**config.mk**
```make
export PLATFORM = sky130hd
export DESIGN_NAME = jogo_sequencia_param
export DESIGN_NICKNAME = d
export VERILOG_FILES = /design/src/rtl/jogo_sequencia_param.sv
export SDC_FILE = /design/constraint.sdc
export NUM_CORES = 1
export LEC_CHECK = 0
export ABC_AREA = 1
export BUFFER_PORTS_ARGS = -buffer_cell sky130_fd_sc_hd__buf_2
export CAP_MARGIN = 5
export CORE_AREA = 4 4 93 86
export CTS_BUF_LIST = sky130_fd_sc_hd__clkbuf_16
export CTS_CLUSTER_SIZE = 24
export DETAILED_ROUTE_END_ITERATION = 8
export DIE_AREA = 0 0 97 90
export PLACE_DENSITY = 0.87
export SYNTH_ARGS = -nofsm -noshare
export SYNTH_HDL_FRONTEND = slang
export SYNTH_SLANG_ARGS = --single-unit
```
**constraint.sdc**
```tcl
create_clock -name clock -period 2.55 [get_ports clock]
set_input_delay 0.255 -clock clock [delete_from_list [all_inputs] [get_ports clock]]
set_output_delay 0.255 -clock clock [all_outputs]
set_load 0.05 [all_outputs]
```
**src/rtl/jogo_sequencia_param.sv**
```systemverilog
// Sequence memory game: replay the stored plays, then append a new one.
// Ports: clock/reset, iniciar, nivel, botoes in; leds, pronto/ganhou/perdeu, db_* out.
// Macro JOGO_TIMEOUT_EN builds the per-play timer and timeout loss path.
module jogo_sequencia_param #(
  parameter int N_BOTOES     = 4,
  parameter int PROFUNDIDADE = 16,
  parameter int SEMENTE      = 1,
  parameter int TIMEOUT      = 5000,
  localparam int AW          = $clog2(PROFUNDIDADE)
) (
  input  logic                clock,
  input  logic                reset,
  input  logic                iniciar,
  input  logic                nivel,
  input  logic [N_BOTOES-1:0] botoes,
  output logic [N_BOTOES-1:0] leds,
  output logic                pronto,
  output logic                ganhou,
  output logic                perdeu,
  output logic [3:0]          db_estado,
  output logic [AW-1:0]       db_rodada,
  output logic [AW-1:0]       db_contagem,
  output logic                db_timeout
);

  typedef enum logic [3:0] {
    INICIAL     = 4'd0,
    PREPARA     = 4'd1,
    ESPERA      = 4'd2,
    COMPARA     = 4'd3,
    PROX_JOGADA = 4'd4,
    ESPERA_NOVA = 4'd5,
    GRAVA       = 4'd6,
    PROX_RODADA = 4'd7,
    GANHOU      = 4'd8,
    PERDEU      = 4'd9
  } estado_t;

  function automatic logic um_quente(input logic [N_BOTOES-1:0] v);
    return (v != '0) && ((v & (v - 1'b1)) == '0);
  endfunction

  estado_t estado;
  estado_t prox;

  logic [N_BOTOES-1:0] mem [PROFUNDIDADE];
  logic [AW-1:0]       rodada;
  logic [AW-1:0]       contagem;
  logic [AW-1:0]       ultima;
  logic                ativo_ant;
  logic                jogada;
  logic                acerto;
  logic                fim_tempo;

  // History tracks every cycle, so an edge seen outside the
  // waiting states is consumed rather than replayed later.
  assign jogada = (|botoes) & ~ativo_ant;
  assign acerto = (leds == mem[contagem]) && um_quente(leds);

  assign db_estado   = estado;
  assign db_rodada   = rodada;
  assign db_contagem = contagem;

`ifdef JOGO_TIMEOUT_EN
  localparam int TW = $clog2(TIMEOUT + 1);
  logic [TW-1:0] timer;

  always_ff @(posedge clock) begin
    if (reset) begin
      timer <= '0;
    end else if (prox != estado) begin
      timer <= '0;
    end else if (estado == ESPERA || estado == ESPERA_NOVA) begin
      timer <= timer + 1'b1;
    end else begin
      timer <= '0;
    end
  end

  assign fim_tempo = (timer == TW'(TIMEOUT - 1));

  always_ff @(posedge clock) begin
    if (reset) begin
      db_timeout <= 1'b0;
    end else if (estado == PREPARA) begin
      db_timeout <= 1'b0;
    end else if ((estado == ESPERA || estado == ESPERA_NOVA)
                 && !jogada && fim_tempo) begin
      db_timeout <= 1'b1;
    end
  end
`else
  assign fim_tempo  = 1'b0;
  assign db_timeout = 1'b0;
`endif

  always_ff @(posedge clock) begin
    if (reset) estado <= INICIAL;
    else       estado <= prox;
  end

  always_comb begin
    prox = estado;
    unique case (estado)
      INICIAL:     if (iniciar) prox = PREPARA;
      PREPARA:     prox = ESPERA;
      ESPERA: begin
        if (jogada)         prox = COMPARA;
        else if (fim_tempo) prox = PERDEU;
      end
      COMPARA: begin
        if (!acerto)                prox = PERDEU;
        else if (contagem < rodada) prox = PROX_JOGADA;
        else if (rodada == ultima)  prox = GANHOU;
        else                        prox = ESPERA_NOVA;
      end
      PROX_JOGADA: prox = ESPERA;
      ESPERA_NOVA: begin
        if (jogada)         prox = um_quente(botoes) ? GRAVA : PERDEU;
        else if (fim_tempo) prox = PERDEU;
      end
      GRAVA:       prox = PROX_RODADA;
      PROX_RODADA: prox = ESPERA;
      GANHOU,
      PERDEU:      if (iniciar) prox = PREPARA;
      default:     prox = INICIAL;
    endcase
  end

  always_comb begin
    pronto = 1'b0;
    ganhou = 1'b0;
    perdeu = 1'b0;
    unique case (1'b1)
      (estado == GANHOU): begin
        pronto = 1'b1;
        ganhou = 1'b1;
      end
      (estado == PERDEU): begin
        pronto = 1'b1;
        perdeu = 1'b1;
      end
      default: ;
    endcase
  end

  always_ff @(posedge clock) begin
    if (reset) begin
      leds      <= '0;
      rodada    <= '0;
      contagem  <= '0;
      ultima    <= '0;
      ativo_ant <= 1'b0;
    end else begin
      ativo_ant <= |botoes;
      unique case (estado)
        PREPARA: begin
          leds     <= '0;
          rodada   <= '0;
          contagem <= '0;
          ultima   <= nivel ? AW'(PROFUNDIDADE - 1)
                            : AW'(PROFUNDIDADE / 2 - 1);
        end
        ESPERA,
        ESPERA_NOVA: if (jogada) leds <= botoes;
        PROX_JOGADA: contagem <= contagem + 1'b1;
        PROX_RODADA: begin
          rodada   <= rodada + 1'b1;
          contagem <= '0;
        end
        default: ;
      endcase
    end
  end

  // Sequence memory survives reset and restarts; only slot 0 is reseeded.
  always_ff @(posedge clock) begin
    if (!reset) begin
      if (estado == PREPARA)
        mem[0] <= N_BOTOES'(SEMENTE);
      else if (estado == GRAVA)
        mem[rodada + AW'(1)] <= leds;
    end
  end

endmodule

```
==> impl_metrics.toml, run 1 <==
[yosys]
ys.flop_type = "edfxtp_1"
synth-async-reset-ratio = 0
post-synth-top-count-cell = "nand2_1"
ys_top_cells_by_area = "edfxtp_1, dfxtp_1, nand2_1"
ys_types = 35
syn_area_per_cell_sq_um = 8.769
synth_top_cell_area_share = 0.4653
yosysWarnings = 0
synth_edf_count = 64
synth_nets = 484
syn_area_sq_um = 4130
ys_top_cells_by_count = "nand2_1, inv_1, edfxtp_1, nor2_1, nand3_1"
post_synth_inst_count = 471
ys_seq_area_frac = 0.5768
netlist.top_cell.by_area = "edfxtp_1"
ys_seq_elements = 87

[sta]
maxSlewHeadroom = 0.6344
hold_violations = 0
max_freq_ghz = 0.4309
rsz0062_at_grt = "false"
finalSetupViolCount = 0
tightestPinTransition_ns = 0.5483
tns_ns = 0
whs_ns = 0.1767
finalMaxSlewViolations = 0
finClkSkew_ns = 0.007751
fin_crit_ns = 2.320
min_period_over_period = 0.9100

[power_and_ir_drop]
peakVddDrop_v = 0.0006070
powerDensity_nw_per_um2 = 792.4
power.leakage_nw = 2.001

[detailed_routing]
dr.pass1.iters = 5
wl_per_cell_microns = 15.99
drt_wl_total_mm = 9.639
drcViolationCount = 0
num_vias = 3340
drtIter0Drc = 529
viasPerCell = 5.539
ant_nets = 0

[final_layout]
fill_cells = 527
areaGrowthSynthToFinish_pct = 12.63
multi_input_area_sq_um = 1403
layout.nets = 518
ff_latch_area_sq_um = 2382
drive_above_1_share = 0.1118
antennaDiodeCount = 0

[die]
die_area_sq_um = 8730
start_util = 0.5898
die_h_microns = 90
die_w_microns = 97
ioPinCount = 28
design.core.area_sq_um = 7003
fp-row-count = 29

[clock_network]
hold_buffers = 0
cts_root_buffer = "clkbuf_16"
cts.path.max_buffers = 2
cts_tree = "built"
clkSinkCount = 87
htree_num_levels = 3
clk_latency_ns = 0.34
cts_resized = 0
cts_made_buffers = 9
post_cts_buffers = 0
clkTransAtPathRegs_ns = 0.06

[setup_path]
crit_required_ns = 2.55
path_max_fanout = 8
crit_path_end_kind = "flip-flop"
crit_arrival_ns = 2.32
path_class = "reg -> reg"
cp-start-kind = "flip-flop"

[place]
gp_congestion = 0.8895
io_buffers = 26
dp.final_hpwl_mm = 6.831

[status]
status = "finished, final reports clean"

[worst_hold_path]
hp-class = "in -> reg"

[grt]
antenna_found_initial = 0
first_global_vias = 3346
grt_start_max_net_pins = 30
grt_pass1_wl_mm = 15.79
gr-total-overflow = 0
grt_usage = 0.2270

[flow_run]
max_cap_violations = 0
[metal layers]
layer	routed length, microns	global-route usage
met1	3842	0.2879
met2	4636	0.3638
met3	935	0.07508
met4	225	0.08304
met5	0	0
[report_power, final]
group / leakage, nW / internal [mW] / total (mW) / switching (mW)
registers: 0.917 / 1.57 / 1.65 / 0.0801
clock network: 0.133 / 0.660 / 1.18 / 0.523
logic: 0.951 / 0.229 / 0.851 / 0.622
total: 2.00 / 2.46 / 3.69 / 1.22
[sequential cells by signal (all words and copies together) (netlist names), named ones only]
signal       count
mem             64
db_contagem      4
db_estado        4
db_rodada        4
leds             4
ultima           2
ativo_ant        1
[critical path: stages (launching register included)]
cell and delay [ns]:
dfxtp_1 0.41, inv_1 0.06, nor2_1 0.12, inv_1 0.10, nor2_1 0.25, nand2_1 0.26
nor2_1 0.23, nand2_1 0.20, nor2_1 0.35
[stage by stage]
stage                     std cells  utilization  instance area [sq um]  total power [mW]  setup WS [ns]
after global routing            603       0.6643                   4652             3.851       0.006631
final                           603       0.6643                   4652             3.686         0.2295
after CTS                       603       0.6643                   4652             3.672         0.2607
after detailed placement        587       0.6250                   4377             2.500         0.2935
after global placement          587       0.6250                   4377             2.484         0.3142
after floorplan                 471            -                   4133             2.290         0.2245
[cell families after synthesis]
group / Yosys count / share of synthesized area
xor+xnor: 5 / 0.01060
compound gates: 43 / 0.06089
simple gates: 248 / 0.2514
buf+inv: 82 / 0.08422
flops: 87 / 0.5768
fa+ha+maj: 5 / 0.01515
other cells: 1 / 0.0009079
[placed cells by master, fill, tap and decap left out, types with 2 or more instances in the layout]
cell,count
dfxtp_1,23
o21ai_0,8
buf_2,26
xnor2_1,2
clkinv_4,2
a21oi_1,17
inv_1,69
nand2_1,122
buf_4,8
nand4_1,5
nor2_1,61
a211oi_1,4
xor2_1,3
nand3_1,47
o21ai_1,3
nor3_1,5
clkbuf_16,9
edfxtp_1,64
clkinvlp_4,2
o211ai_1,4
nand3_2,3
ha_1,5
a31oi_1,2
[final cells by class]
class                   count  share of cell area
multi-input cells         302              0.3015
well taps                  93             0.02501
inverters                  70             0.05702
flip-flops and latches     87              0.5121
repair buffers             35             0.04519
clock inverters             7             0.01076
clock buffers               9             0.04841
[path summary, 6_finish.rpt]
kind,cells past startpoint,startpoint,slack (ns),end
hold / removal,3,nivel,0.18,ultima[3]$_SDFFE_PP0P_
hold reg to reg,2,ultima[2]$_SDFFE_PP0P_,0.51,ultima[2]$_SDFFE_PP0P_
setup / recovery,8,db_estado[2]$_SDFFE_PP0P_,0.23,mem[3][1]$_DFFE_PP_
setup reg to reg,8,db_estado[2]$_SDFFE_PP0P_,0.23,mem[3][1]$_DFFE_PP_
No activity file was read; power rests on OpenSTA's default activity.
==> run 2: changes to the inputs <==
- CAP_MARGIN: 5 -> not set
- CORE_AREA: 4 4 93 86 -> 2 2 91 84
- DIE_AREA: 0 0 97 90 -> 0 0 93 86
==> run 2 against run 1 <==
  * Sequential power about the same
  * Clock skew is 0.0028 ns higher
  * Die area fell by 8.4%
  * Worst hold slack gained 0.0055 ns
==> impl_metrics.toml, run 2 (synthesis results as in run 1) <==
[status]
status = "finished, final reports clean"

[power_and_ir_drop]
fin_total_pwr_mw = 3.743
powerDensity_nw_per_um2 = 803.5
peakVddDrop_v = 0.0005161
power.leakage_nw = 1.997

[final_layout]
final_common_cell = "nand2_1"
drive_above_1_share = 0.1083
fin_cells = 601
antennaDiodeCount = 0
finish.utilization = 0.6686
layout.nets = 516
largest_reg_flops = 64
areaGrowthSynthToFinish_pct = 12.78
final_cell_mix = "nand2_1, inv_1, edfxtp_1, nor2_1, nand3_1"
top_register = "mem"
fill_cells = 515

[setup_path]
r2r_start = "db_estado[1]$_SDFFE_PP0P_"
path_class = "reg -> reg"
crit_required_ns = 2.55
cpPeakStageDelay_ns = 0.42
critPathMostFrequentCell = "nor2_1"
crit_chain = "inv_1, nor2_1, inv_1, nor2_1, nand2_1, nor2_1, nand2_1, nor2_1"
path_max_fanout = 8
cpMaxStageDelayCell = "dfxtp_1"
worst-path-buf-inv = 2
cp-start-kind = "flip-flop"
cp_top_family = "simple AND/OR/NAND/NOR gates"
crit_arrival_ns = 2.29
crit_path_end_kind = "flip-flop"
cp-startpoint = "db_estado[1]$_SDFFE_PP0P_"

[place]
dp_cells = 585
dp.final_hpwl_mm = 6.338
io_buffers = 26
gp_congestion = 0.8763
place_ws_ns = 0.3492

[grt]
antenna_found_initial = 0
first_global_vias = 3057
grt_pass1_wl_mm = 14.15
grt_usage = 0.2338
gr-total-overflow = 0
grt_start_max_net_pins = 30

[die]
die_area_sq_um = 7998
start_util = 0.5929
die_w_microns = 93
die_h_microns = 86
fp-row-count = 29
ioPinCount = 28
design.core.area_sq_um = 6967

[sta]
maxSlewHeadroom = 0.6451
tns_ns = 0
hold_violations = 0
finalSetupViolCount = 0
max_freq_ghz = 0.4369
finalMaxSlewViolations = 0
layout_setup_ws_ns = 0.2613
tightestPinTransition_ns = 0.5324
min_period_over_period = 0.8975
fin_crit_ns = 2.289
rsz0062_at_grt = "false"
finClkSkew_ns = 0.01051

[detailed_routing]
drtIter0Drc = 428
dr.pass1.iters = 6
viasPerCell = 5.552
drcViolationCount = 0
ant_nets = 0
wl_per_cell_microns = 15.18
drt_wl_total_mm = 9.121
num_vias = 3337

[clock_network]
clkSinkCount = 87
cts_resized = 0
hold_buffers = 0
clkTransAtPathRegs_ns = 0.07
post_cts_buffers = 0
cts_made_buffers = 9
cts_root_buffer = "clkbuf_16"
cts.path.max_buffers = 2
htree_num_levels = 3
clk_latency_ns = 0.34
cts_tree = "built"

[flow_run]
max_cap_violations = 0

[worst_hold_path]
hp-class = "in -> reg"
worstHoldStart = "nivel"
[run 2: cell count changes in the layout (fill, tap and decap cells not counted)]
| cell | previous run | this run |
|---|---|---|
| inv_6 | 1 | 2 |
| buf_4 | 8 | 6 |
| inv_1 | 69 | 68 |
| clkinv_1 | 0 | 1 |
| clkinv_4 | 2 | 0 |
| bufinv_16 | 0 | 1 |
[run 2: routing by layer]
layer / track usage / routed length [microns]
met1: 0.3002 / 3785
met4: 0.09225 / 166
met3: 0.04569 / 735
met5: 0 / 0
met2: 0.3939 / 4433
[run 2: stage by stage]
stage / hold slack, ns / cell area (sq um)
2_1_floorplan: 0.3335 / 4133
3_3_place_gp: 0.5008 / 4362
3_5_place_dp: 0.5043 / 4362
4_1_cts: 0.1783 / 4658
5_1_grt: 0.1954 / 4658
6_report: 0.1821 / 4658
[run 2: final timing paths]
kind / end / slack (ns) / depth (start not counted)
worst max-delay path: mem[2][0]$_DFFE_PP_ / 0.26 / 8
worst min-delay path: ultima[3]$_SDFFE_PP0P_ / 0.18 / 3
worst max register to register: mem[2][0]$_DFFE_PP_ / 0.26 / 8
worst min register to register: ultima[2]$_SDFFE_PP0P_ / 0.52 / 2
[run 2: report_power, final]
group	switching [mW]	internal (mW)	total [mW]
clock	0.534	0.760	1.29
combinational	0.569	0.228	0.797
sequential	0.0781	1.57	1.65
[run 2: area by class of cell]
cell class / count / area, sq um / share of cell area
flip-flops and latches: 87 / 2382 / 0.5114
multi-input cells: 302 / 1403 / 0.3011
inverters: 70 / 265.3 / 0.05694
clock buffers: 9 / 225.2 / 0.04835
repair buffers: 33 / 195.2 / 0.04190
well taps: 93 / 116.4 / 0.02498
clock inverters: 7 / 71.32 / 0.01531
[run 2: worst reg2reg max path, stage by stage, from the launching register on]
cell and delay [ns]:
dfxtp_1 0.42, inv_1 0.09, nor2_1 0.09, inv_1 0.07
nor2_1 0.28, nand2_1 0.25, nor2_1 0.21, nand2_1 0.20
nor2_1 0.34
